File: src/rtl/bus_sequencer.sv
// bus_sequencer: multi-cycle register-transfer sequencer for the 16-bit CPU's
// shared data bus. It accepts one instruction at a time through a valid/ready
// handshake. It then steps through bus-select, register-load and ALU-latch
// controls to perform a register move or a two-operand ALU operation.
// Every output is a flop. The next-state logic also produces the output values
// for that next state, so there is no combinational path from input to output.
module bus_sequencer #(
  parameter int NUM_REGS = 16
) (
  input  logic                clk,
  input  logic                reset_n,
  input  logic [15:0]         instr,
  input  logic                instr_valid,
  output logic                instr_ready,
  output logic [4:0]          bus_sel,
  output logic [NUM_REGS-1:0] reg_load,
  output logic                alu_a_load,
  output logic                alu_b_load,
  output logic [3:0]          alu_op,
  output logic                alu_out_en,
  output logic                done,
  output logic                err
);

  typedef enum logic [2:0] {
    S_IDLE,
    S_XFER,
    S_OPA,
    S_OPB,
    S_WB,
    S_DONE
  } state_t;

  localparam logic [3:0] OP_MOV = 4'h0;
  localparam logic [3:0] OP_NOP = 4'h8;
  localparam logic [NUM_REGS-1:0] LOAD_ONE = NUM_REGS'(1);

  // Opcodes 0x1..0x7 are two-operand ALU operations.
  function automatic logic is_alu(input logic [3:0] op);
    return (op != OP_MOV) && !op[3];
  endfunction

  // Opcodes 0x9..0xF are not defined.
  function automatic logic is_illegal(input logic [3:0] op);
    return op[3] && (op != OP_NOP);
  endfunction

  // Bus-select code for register r: code 0 means the bus is idle.
  function automatic logic [4:0] bus_code(input logic [3:0] r);
    return {1'b0, r} + 5'd1;
  endfunction

  state_t     state, nxt_state;
  logic [3:0] opc_q, dst_q, src_q;
  logic [3:0] nxt_opc, nxt_dst, nxt_src;
  logic       accept;

  logic                nxt_ready;
  logic [4:0]          nxt_bus_sel;
  logic [NUM_REGS-1:0] nxt_reg_load;
  logic                nxt_alu_a_load;
  logic                nxt_alu_b_load;
  logic [3:0]          nxt_alu_op;
  logic                nxt_alu_out_en;
  logic                nxt_done;
  logic                nxt_err;

  // The low nibble of the instruction is reserved and carries no meaning.
  logic unused_reserved;
  assign unused_reserved = ^instr[3:0];

  // instr_ready is a flop that is high only in IDLE, so accept never depends on
  // a combinational ready.
  assign accept = instr_valid & instr_ready;

  // Next-state logic. The operand fields are captured once, on accept.
  always_comb begin
    // NOTE: every signal gets a default first, so no path through the case
    // leaves a signal unassigned and no latch is inferred.
    nxt_state = state;
    nxt_opc   = opc_q;
    nxt_dst   = dst_q;
    nxt_src   = src_q;
    case (state)
      S_IDLE: begin
        if (accept) begin
          nxt_opc = instr[15:12];
          nxt_dst = instr[11:8];
          nxt_src = instr[7:4];
          if (instr[15:12] == OP_MOV)     nxt_state = S_XFER;
          else if (is_alu(instr[15:12]))  nxt_state = S_OPA;
          else                            nxt_state = S_DONE;
        end
      end
      S_XFER:  nxt_state = S_DONE;
      S_OPA:   nxt_state = S_OPB;
      S_OPB:   nxt_state = S_WB;
      S_WB:    nxt_state = S_DONE;
      S_DONE:  nxt_state = S_IDLE;
      default: nxt_state = S_IDLE;
    endcase
  end

  // Decode the output values for the state being entered, so they can be
  // registered together with it.
  always_comb begin
    nxt_ready      = (nxt_state == S_IDLE);
    nxt_bus_sel    = 5'd0;
    nxt_reg_load   = '0;
    nxt_alu_a_load = 1'b0;
    nxt_alu_b_load = 1'b0;
    nxt_alu_out_en = 1'b0;
    nxt_done       = 1'b0;
    nxt_err        = 1'b0;
    nxt_alu_op     = (nxt_state != S_IDLE && is_alu(nxt_opc)) ? nxt_opc : 4'h0;
    case (nxt_state)
      S_XFER: begin
        nxt_bus_sel  = bus_code(nxt_src);
        nxt_reg_load = LOAD_ONE << nxt_dst;
      end
      S_OPA: begin
        nxt_bus_sel    = bus_code(nxt_src);
        nxt_alu_a_load = 1'b1;
      end
      S_OPB: begin
        nxt_bus_sel    = bus_code(nxt_dst);
        nxt_alu_b_load = 1'b1;
      end
      S_WB: begin
        // The ALU drives the bus here, so no register select may be active.
        nxt_alu_out_en = 1'b1;
        nxt_reg_load   = LOAD_ONE << nxt_dst;
      end
      S_DONE: begin
        nxt_done = 1'b1;
        nxt_err  = is_illegal(nxt_opc);
      end
      default: ;
    endcase
  end

  // State, captured operand fields and all registered outputs.
  always_ff @(posedge clk or negedge reset_n) begin
    if (!reset_n) begin
      // NOTE: the captured fields are ordinary control flops, not storage
      // arrays, so they are reset together with the state.
      state       <= S_IDLE;
      opc_q       <= 4'h0;
      dst_q       <= 4'h0;
      src_q       <= 4'h0;
      instr_ready <= 1'b0;
      bus_sel     <= 5'd0;
      reg_load    <= '0;
      alu_a_load  <= 1'b0;
      alu_b_load  <= 1'b0;
      alu_op      <= 4'h0;
      alu_out_en  <= 1'b0;
      done        <= 1'b0;
      err         <= 1'b0;
    end else begin
      // NOTE: non-blocking assignments, so every flop samples values from
      // before the edge, whatever order the statements appear in.
      state       <= nxt_state;
      opc_q       <= nxt_opc;
      dst_q       <= nxt_dst;
      src_q       <= nxt_src;
      instr_ready <= nxt_ready;
      bus_sel     <= nxt_bus_sel;
      reg_load    <= nxt_reg_load;
      alu_a_load  <= nxt_alu_a_load;
      alu_b_load  <= nxt_alu_b_load;
      alu_op      <= nxt_alu_op;
      alu_out_en  <= nxt_alu_out_en;
      done        <= nxt_done;
      err         <= nxt_err;
    end
  end

  // Bus and handshake invariants.
  a_single_driver: assert property (@(posedge clk) disable iff (!reset_n)
    !(alu_out_en && (bus_sel != 5'd0)));
  a_load_onehot: assert property (@(posedge clk) disable iff (!reset_n)
    $onehot0(reg_load));
  a_ready_not_done: assert property (@(posedge clk) disable iff (!reset_n)
    !(instr_ready && done));

endmodule
File: config.mk
export PLATFORM = sky130hd
export DESIGN_NAME = bus_sequencer
export DESIGN_NICKNAME = d
export VERILOG_FILES = /design/src/rtl/bus_sequencer.sv
export SDC_FILE = /design/constraint.sdc
export NUM_CORES = 1
export LEC_CHECK = 0
export BUFFER_PORTS_ARGS = -buffer_cell sky130_fd_sc_hd__buf_2
export CORE_MARGIN = 3
export CORE_UTILIZATION = 55
export CTS_CLUSTER_SIZE = 20
export DETAILED_ROUTE_END_ITERATION = 10
export PLACE_DENSITY = 0.85
export SYNTH_ARGS = -nofsm -noshare
export SYNTH_HDL_FRONTEND = slang
export SYNTH_SLANG_ARGS = --single-unit
File: constraint.sdc
create_clock -name clk -period 4.8 [get_ports clk]
set_input_delay 1.44 -clock clk [delete_from_list [all_inputs] [get_ports clk]]
set_output_delay 1.44 -clock clk [all_outputs]
set_load 0.1 [all_outputs]
==> reports/metrics.yaml <==
status:
  outcome: "finished clean"
grt:
  grt_max_degree: 47
  grt_overflow_total: 0
  grt_pass1_vias: 1294
  grt_pass1_wl_mm: 5.84
  grt_usage: 0.181
  grt_antenna_before_repair: 0
cts:
  clk_path_buf_depth: 2
  cts.htree.levels: 2
  clkSinkCount: 46
  clkLatencyLatePin_ns: 0.36
  cts_resized: 0
  cts_tree: "built"
  cts_setup_buffers: 0
  clkSlewWorstSetupHoldPaths_ns: 0.12
  hold_buffers: 0
  cts_root_buf: "clkbuf_4"
  numCtsBuffers: 5
synth:
  syn_nets: 191
  yosysTopAreaCellShare: 0.578
  synth_top_family_by_area: "simple AND/OR/NAND/NOR gates"
  synth_seq_cells: 46
  synth-main-ff-cell: "dfrtp_1"
  netlist_top_cells_count: "46 x dfrtp_1, 17 x nor2_1, 12 x nor3_1, 11 x mux2_2, 9 x nand2_1"
  synth_fa_ha_area_frac: 0.00628
  synth_area_leader_cell: "dfrtp_1"
  synth_cells: 171
  async_flop_share: 1.00
  synth_compound_area_frac: 0.103
  synth_xor_area_frac: 0.00440
  synth.area.mux_share: 0.101
  ys_top_cells_by_area: "dfrtp_1 58%, mux2_2 6.2%, nor2_1 3.2%"
  synth_area_sq_um: 1990
  synth.most_common_cell: "dfrtp_1"
  ys.warnings.count: 0
  yosys.area_share.simple: 0.165
  ys_seq_area_frac: 0.578
  synth_cell_types: 44
  synth-edff-count: 0
  synth_area_per_cell_sq_um: 11.6
die:
  rows: 21
  core_sq_um: 3420
  pin_count: 50
  initial_core_util: 0.583
  dieArea_sq_um: 4380
  die_y_um: 66.2
  die_w_um: 66.2
cells_and_area:
  nets: 236
  antenna_cells: 0
  drive_above_1_share: 0.336
  fin_area_sq_um: 2280
  syn2layout_area_growth_pct: 14.3
  nFillCells: 271
  multi_input_area_sq_um: 759
  seqCellArea_sq_um: 1150
drt:
  route.met2.wl_mm: 1.73
  dr.pass1.iters: 4
  via_per_inst: 5.29
  top_layer: "met4"
  wl_met3_um: 180
  route.detailed.drc: 0
  avgRoutedWirePerCell_um: 13.2
  routed_wl_mm: 3.48
  antenna_left: 0
  drt-initial-drc-count: 68
  vias: 1392
  wl_met1_mm: 1.54
worst_setup_path:
  cp.required_ns: 5.05
  crit_path_end_kind: "register"
  start_kind: "input pin"
  rrSetupSlack_ns: 2.48
  cpPeakStageDelay_ns: 0.47
  path_cells: "buf_2, and2_1, nand2_2, o221a_2, ha_1, xnor2_1, nor2_1"
  worst_r2r_startpoint: "state[1]"
  critical_path.slowest_cell: "o221a_2"
  worst-r2r-cell-count: 6
  rr_endpoint: "bus_sel[2]"
  worstPathArrival_ns: 3.05
  worst-setup-path-type: "in2reg"
  critPathMaxFanout: 32
hold_path:
  hp-start: "src_q[3]"
  hold_class: "reg2reg"
  hold_path_depth: 1
  min_delay_worst_endpoint: "src_q[3]"
sta:
  fin_crit_sh: 0.583
  finalHoldViolCount: 0
  skew_ns: 0.00506
  setup_tns_ns: 0
  final.min_clock_period_ns: 2.80
  hold_slack_ns: 0.519
  setup_viol: 0
  timing.fmax_mhz: 357
  report.final.slew_viol_count: 0
  relSlewSlack: 0.356
  tightest_slew_ns: 0.966
  rsz0062_at_grt: "no"
flow_run:
  maxCapViolations: 0
place:
  place_congestion: 0.886
  portBuffers: 45
  place_area_sq_um: 2220
  hpwl_mm: 2.55
power:
  irDropWorstVdd_mv: 0.462
  p_leak_nw: 1.14
  power_density_nw_per_um2: 556
[power breakdown]
part	switching [mW]	internal [mW]	leakage, nW
combinational	0.360	0.174	0.504
clock	0.118	0.0576	0.0322
sequential	0.0864	0.470	0.606
total	0.564	0.702	1.14
[how the worst max path moves through the flow]
stage / startpoint / to / slack (ns) / cells past startpoint
2_1_floorplan: instr_valid / bus_sel[2] / 2.20 / 7
3_3_place_gp: instr_valid / bus_sel[2] / 1.64 / 7
3_5_place_dp: instr_valid / bus_sel[2] / 1.62 / 7
4_1_cts: instr_valid / bus_sel[2] / 2.02 / 7
5_1_grt: instr_valid / bus_sel[2] / 1.87 / 7
6_report: instr_valid / bus_sel[2] / 2.00 / 7
[cell families after synthesis]
kind of cell,Yosys count
flops,46
compound gates,30
mux,18
other cells,1
xor+xnor,1
buf+inv,13
fa+ha+maj,1
simple gates,61
[sequential cells by signal (all words and copies together), names as in the netlist, 3 cells and up]
register and count:
dst_q 4, bus_sel 5, state 3, alu_op 4, reg_load 16, opc_q 4
src_q 4
[cell type report]
cell class                      instances  share of cell area
Clock inverter                          2             0.00605
Sequential cell                        46               0.506
Timing Repair Buffer                   45              0.0990
Tap cell                               46              0.0253
Multi-Input combinational cell        112               0.334
Inverter                                6              0.0121
Clock buffer                            6              0.0181
[worst max-delay path, delay by kind of cell]
family | cells | cell delay [ns]
and+or+nand+nor | 3 | 0.68
AOI/OAI and AO/OA | 1 | 0.47
adders and majority gates | 1 | 0.21
xor gates and xnor gates | 1 | 0.15
buffers and inverters | 1 | 0.09
[placed cells by master (no fill, tap or decap), types with 2 or more instances in the layout]
cell | netlist | routed
o221a_2 | 2 | 2
and2_1 | 2 | 2
nor3_1 | 12 | 12
nand3_1 | 2 | 2
mux2_2 | 11 | 11
nor3b_1 | 3 | 3
inv_1 | 5 | 5
a2bb2oi_1 | 2 | 2
dfrtp_1 | 46 | 46
clkbuf_4 | 0 | 5
nor2_1 | 17 | 17
a31oi_1 | 5 | 5
mux2i_1 | 4 | 4
nor2b_1 | 3 | 3
mux2_1 | 2 | 2
and3_1 | 2 | 2
nand2_1 | 9 | 9
o21ai_0 | 7 | 7
buf_2 | 4 | 45
a21oi_1 | 5 | 5
clkinv_4 | 1 | 2
a21o_1 | 2 | 2
[per-stage QoR]
stage | power (mW) | cells | util | setup slack (ns)
after floorplan | 1.01 | 171 | - | 2.20
after global placement | 1.08 | 255 | 0.650 | 1.64
after detailed placement | 1.10 | 255 | 0.650 | 1.62
after CTS | 1.28 | 263 | 0.666 | 2.02
after global routing | 1.35 | 263 | 0.666 | 1.87
final | 1.27 | 263 | 0.666 | 2.00
[routing by layer]
layer / GRT usage / up-vias
met2: 0.289 / 32
met5: 0 / -
met4: 0.0609 / 0
li1: - / 690
met1: 0.231 / 667
met3: 0.0612 / 3
No activity file was read; power rests on OpenSTA's default activity.
